[src/rtl/mag_compare_arbiter.sv]
// Two-requester arbiter feeding a bit-serial, MSB-first unsigned magnitude comparator.
// One operand pair is examined at a time; the result is latched and held until the next compare.
module mag_compare_arbiter #(
    parameter int WIDTH = 6
) (
    input  logic             clk,
    input  logic             reset,
    input  logic             req0_valid,
    input  logic [WIDTH-1:0] req0_a,
    input  logic [WIDTH-1:0] req0_b,
    output logic             req0_ready,
    input  logic             req1_valid,
    input  logic [WIDTH-1:0] req1_a,
    input  logic [WIDTH-1:0] req1_b,
    output logic             req1_ready,
    output logic             res_valid,
    output logic             res_id,
    output logic             res_lt,
    output logic             res_eq,
    output logic             res_gt,
    output logic             busy
);

    localparam int IW = $clog2(WIDTH);
    localparam logic [IW-1:0] IDX_MSB = IW'(WIDTH - 1);

    typedef enum logic [1:0] {
        ST_IDLE = 2'd0,
        ST_SCAN = 2'd1,
        ST_DONE = 2'd2
    } state_t;

    state_t            state_q, state_d;
    logic [WIDTH-1:0]  a_q, b_q;
    logic [IW-1:0]     idx_q;
    logic              id_q;
    logic              last_grant_q;
    logic              res_id_q, res_lt_q, res_eq_q, res_gt_q;

    logic grant_sel;
    logic accept;
    logic a_bit, b_bit, lt_bit, gt_bit, last_bit;

    assign a_bit    = a_q[idx_q];
    assign b_bit    = b_q[idx_q];
    assign lt_bit   = ~a_bit & b_bit;
    assign gt_bit   = a_bit & ~b_bit;
    assign last_bit = (idx_q == '0);

    // On contention the requester that did not win last time is served.
    always_comb begin
        grant_sel = 1'b0;
        if (req0_valid && req1_valid) begin
            grant_sel = ~last_grant_q;
        end else if (req1_valid) begin
            grant_sel = 1'b1;
        end
    end

    always_ff @(posedge clk) begin
        if (reset) begin
            state_q <= ST_IDLE;
        end else begin
            state_q <= state_d;
        end
    end

    always_comb begin
        state_d = state_q;
        case (state_q)
            ST_IDLE: if (accept) state_d = ST_SCAN;
            ST_SCAN: if (lt_bit || gt_bit || last_bit) state_d = ST_DONE;
            ST_DONE: state_d = ST_IDLE;
            default: state_d = ST_IDLE;
        endcase
    end

    always_comb begin
        busy       = 1'b1;
        res_valid  = 1'b0;
        req0_ready = 1'b0;
        req1_ready = 1'b0;
        case (state_q)
            ST_IDLE: begin
                busy = 1'b0;
                if (!reset) begin
                    req0_ready = req0_valid & ~grant_sel;
                    req1_ready = req1_valid & grant_sel;
                end
            end
            ST_DONE: res_valid = 1'b1;
            default: ;
        endcase
    end

    assign accept = req0_ready | req1_ready;

    always_ff @(posedge clk) begin
        if (reset) begin
            a_q          <= '0;
            b_q          <= '0;
            idx_q        <= '0;
            id_q         <= 1'b0;
            last_grant_q <= 1'b1;
            res_id_q     <= 1'b0;
            res_lt_q     <= 1'b0;
            res_eq_q     <= 1'b0;
            res_gt_q     <= 1'b0;
        end else begin
            if (accept) begin
                a_q          <= grant_sel ? req1_a : req0_a;
                b_q          <= grant_sel ? req1_b : req0_b;
                id_q         <= grant_sel;
                idx_q        <= IDX_MSB;
                last_grant_q <= grant_sel;
            end
            if (state_q == ST_SCAN) begin
                if (lt_bit || gt_bit) begin
                    res_id_q <= id_q;
                    res_lt_q <= lt_bit;
                    res_gt_q <= gt_bit;
                    res_eq_q <= 1'b0;
                end else if (last_bit) begin
                    res_id_q <= id_q;
                    res_lt_q <= 1'b0;
                    res_gt_q <= 1'b0;
                    res_eq_q <= 1'b1;
                end else begin
                    idx_q <= idx_q - 1'b1;
                end
            end
        end
    end

    assign res_id = res_id_q;
    assign res_lt = res_lt_q;
    assign res_eq = res_eq_q;
    assign res_gt = res_gt_q;

endmodule

[config.mk]
export PLATFORM = sky130hd
export DESIGN_NAME = mag_compare_arbiter
export DESIGN_NICKNAME = d
export VERILOG_FILES = /design/src/rtl/mag_compare_arbiter.sv
export SDC_FILE = /design/constraint.sdc
export NUM_CORES = 1
export LEC_CHECK = 0
export BUFFER_PORTS_ARGS = -buffer_cell sky130_fd_sc_hd__buf_2
export CAP_MARGIN = 20
export CELL_PAD_IN_SITES_DETAIL_PLACEMENT = 1
export CELL_PAD_IN_SITES_GLOBAL_PLACEMENT = 1
export CORE_MARGIN = 2
export CORE_UTILIZATION = 35
export DETAILED_ROUTE_END_ITERATION = 10
export PLACE_DENSITY = 0.72
export RECOVER_POWER = 25
export SLEW_MARGIN = 20
export SYNTH_ARGS = -nofsm -noshare
export SYNTH_HDL_FRONTEND = slang
export SYNTH_SLANG_ARGS = --single-unit
[constraint.sdc]
create_clock -name clk -period 2.6 [get_ports clk]
set_input_delay 0.13 -clock clk [delete_from_list [all_inputs] [get_ports clk]]
set_output_delay 0.13 -clock clk [all_outputs]
set_load 0.05 [all_outputs]
==> impl_metrics.ini <==
[global_route]
gr-total-overflow = 0
grt_pass1_vias = 1064
busiest_layer = met2
use_met2_pct = 25.40
grt_max_degree = 27
grtUsageMet1_pct = 17.80
grt_pass1_wl_mm = 4.650
grt_usage_pct = 14.70
grt_util_met3_pct = 3.063
antenna_found_initial = 0

[floorplan]
core_area_um2 = 3311
die_y_um = 62.40
fp.dieW_um = 62.40
rows = 21
die_area_um2 = 3894
start_util_pct = 36.05
num_io_pins = 36

[pwr]
irDropWorstVdd_uv = 223.5
power-per-cell-area_nw_per_um2 = 881.0
leakagePower_nw = 0.6059

[outcome]
status = completed

[synthesis]
synthSimpleGateAreaFrac_pct = 21.07
yosys_warnings = 0
synthAdderAreaFrac_pct = 5.241
synthMuxAreaShare_pct = 9.644
yosysTopAreaCellShare_pct = 38.57
synth_xor_area_share_pct = 0.7338
synth_nets = 171
netlist_area_um2 = 1194
yosysTopAreaCell = dfxtp_1
syn-mean-instance-area_um2 = 8.650
ys_types = 32
ys_seq_area_share_pct = 38.57
postSynthCellCount = 138
synth_top_family_by_area = simple AND/OR/NAND/NOR gates
ys_ff_latch = 23
synthTopCellsByArea = dfxtp_1 (39%), a211oi_1 (8.2%), nor2_1 (6.9%), mux2i_1 (5.9%), nand2_1 (5.3%)
synth_compound_area_share_pct = 18.34

[cells_and_area]
mostFrequentLayoutCells = buf_2 (30), dfxtp_1 (23), nor2_1 (22)
area_delta_synth_final_pct = 16.46
diodes = 0
design_area_um2 = 1390
final_common_cell = buf_2
layout.nets = 202
drive_gt1_share_pct = 24.40

[critical_path]
cp-start-kind = flip-flop
endpoint_kind = flip-flop
path_buf_inv = 0
cp.required_ns = 2.83
critPathMaxStageDelay_ns = 0.55
crit_family = multiplexers
slowest_stage = mux4_2
cp_cell_sequence = mux4_2 -> mux2i_1 -> ha_1 -> and3_4 -> or4_1 -> o31ai_1
path_class = reg2reg
crit_path_max_fanout = 7
arrival_ns = 2.69

[sta]
drv_slew = 0
tightest_slew_ns = 0.8495
grt_setup_unrepaired = no
final-hold-violation-count = 0
tns_ns = 0
setup_viol = 0
period_minus_slack_ns = 2.456
fin_crit_sh_pct = 94.44
clock_skew_ns = 0.007741
timing.fmax_mhz = 407.2
slew_headroom_pct = 42.99

[route]
wl_per_cell_um = 12.65
routed_wl_mm = 2.707
dr.pass1.iters = 4
drc = 0
viasPerCell = 4.977
vias = 1065
drtIter0Drc = 20
final_antenna_net_count = 0

[hold_path]
hp-class = in2reg

[clock_tree]
cts_tree = yes
clk_pin_slew_ns = 0.14
insertion_delay_ns = 0.31
cts_setup_buffers = 0
cts_buffers = 3
hold_buffers = 0
cts_sinks = 23
cts_resized = 0
cts-root-buf = clkbuf_4
cts_buffer_depth = 2
htreeDepth = 1

[placement]
place_hpwl_mm = 2.070
port_buffers = 35
gp_congestion = 0.6944
placed_area_um2 = 1369

[run]
maxCapViolCount = 0
synthesized netlist by cell type, drive strengths merged:
library cell and number:
a211o 1, a211oi 13, a21oi 12, a22oi 1, a311oi 1, and2 1, and3 2, buf 7
clkbuf 2, dfxtp 23, ha 5, inv 5, mux2i 7, mux4 2, nand2 17, nand2b 2
nand3 1, nor2 22, nor2b 3, nor3 5, o21a 1, o21ai 2, o31ai 1, or4 1
xnor2 1
kinds of logic after synthesis:
logic type,after synthesis
and+or+nand+nor,54
muxes,9
adders and majority gates,5
AOI/OAI and AO/OA,32
xor gates and xnor gates,1
buffers and inverters,14
DFF,23
where the power goes:
group          total [mW]  switching (mW)  internal [mW]
combinational       0.554           0.337          0.217
sequential          0.502          0.0728          0.429
clock               0.169           0.111         0.0574
total                1.22           0.520          0.704
path summary, 6_finish.rpt:
kind | startpoint | endpoint | slack (ns) | cells after the start
min | req0_b[3] | b_q[3] | 0.05 | 3
min reg2reg | a_q[3] | a_q[3] | 0.51 | 2
max | idx_q[0] | idx_q[1] | 0.14 | 6
max reg2reg | idx_q[0] | idx_q[1] | 0.14 | 6
flip-flops by register name (all words and copies together), names as in the netlist, 2 cells and up:
name,cells
state_q,2
a_q,6
idx_q,3
b_q,6
routing by layer:
layer,vias to the layer above,routed length [um]
li1,538,-
met1,505,1304
met2,20,1274
met3,2,100
met4,0,28
met5,-,0
per-stage QoR:
stage | utilization (%) | total power, mW | instances | setup WS [ns] | hold WS [ns]
5_1_grt | 41.99 | 1.322 | 214 | 0.02577 | 0.02117
6_report | 41.99 | 1.225 | 214 | 0.1445 | 0.04580
2_1_floorplan | - | 0.9639 | 138 | 0.4228 | 0.2710
4_1_cts | 42.18 | 1.245 | 214 | 0.1216 | 0.03679
3_3_place_gp | 41.35 | 1.055 | 210 | 0.3168 | 0.3767
3_5_place_dp | 41.35 | 1.073 | 210 | 0.1628 | 0.3872
worst register-to-register path, cell delays in order (launching register included):
cell and delay [ns]:
dfxtp_1 0.54, mux4_2 0.55, mux2i_1 0.28, ha_1 0.34, and3_4 0.19, or4_1 0.40, o31ai_1 0.09
layout make-up:
| class | instances | area, um2 |
|---|---|---|
| Clock buffer | 3 | 22.52 |
| Tap cell | 46 | 57.56 |
| Sequential cell | 23 | 460.4 |
| Fill cell | 424 | 1921 |
| Clock inverter | 1 | 5.005 |
| Inverter | 5 | 18.77 |
| Timing Repair Buffer | 35 | 168.9 |
| Multi-Input combinational cell | 101 | 656.9 |
Note: power is estimated with default switching activity, not from simulation.
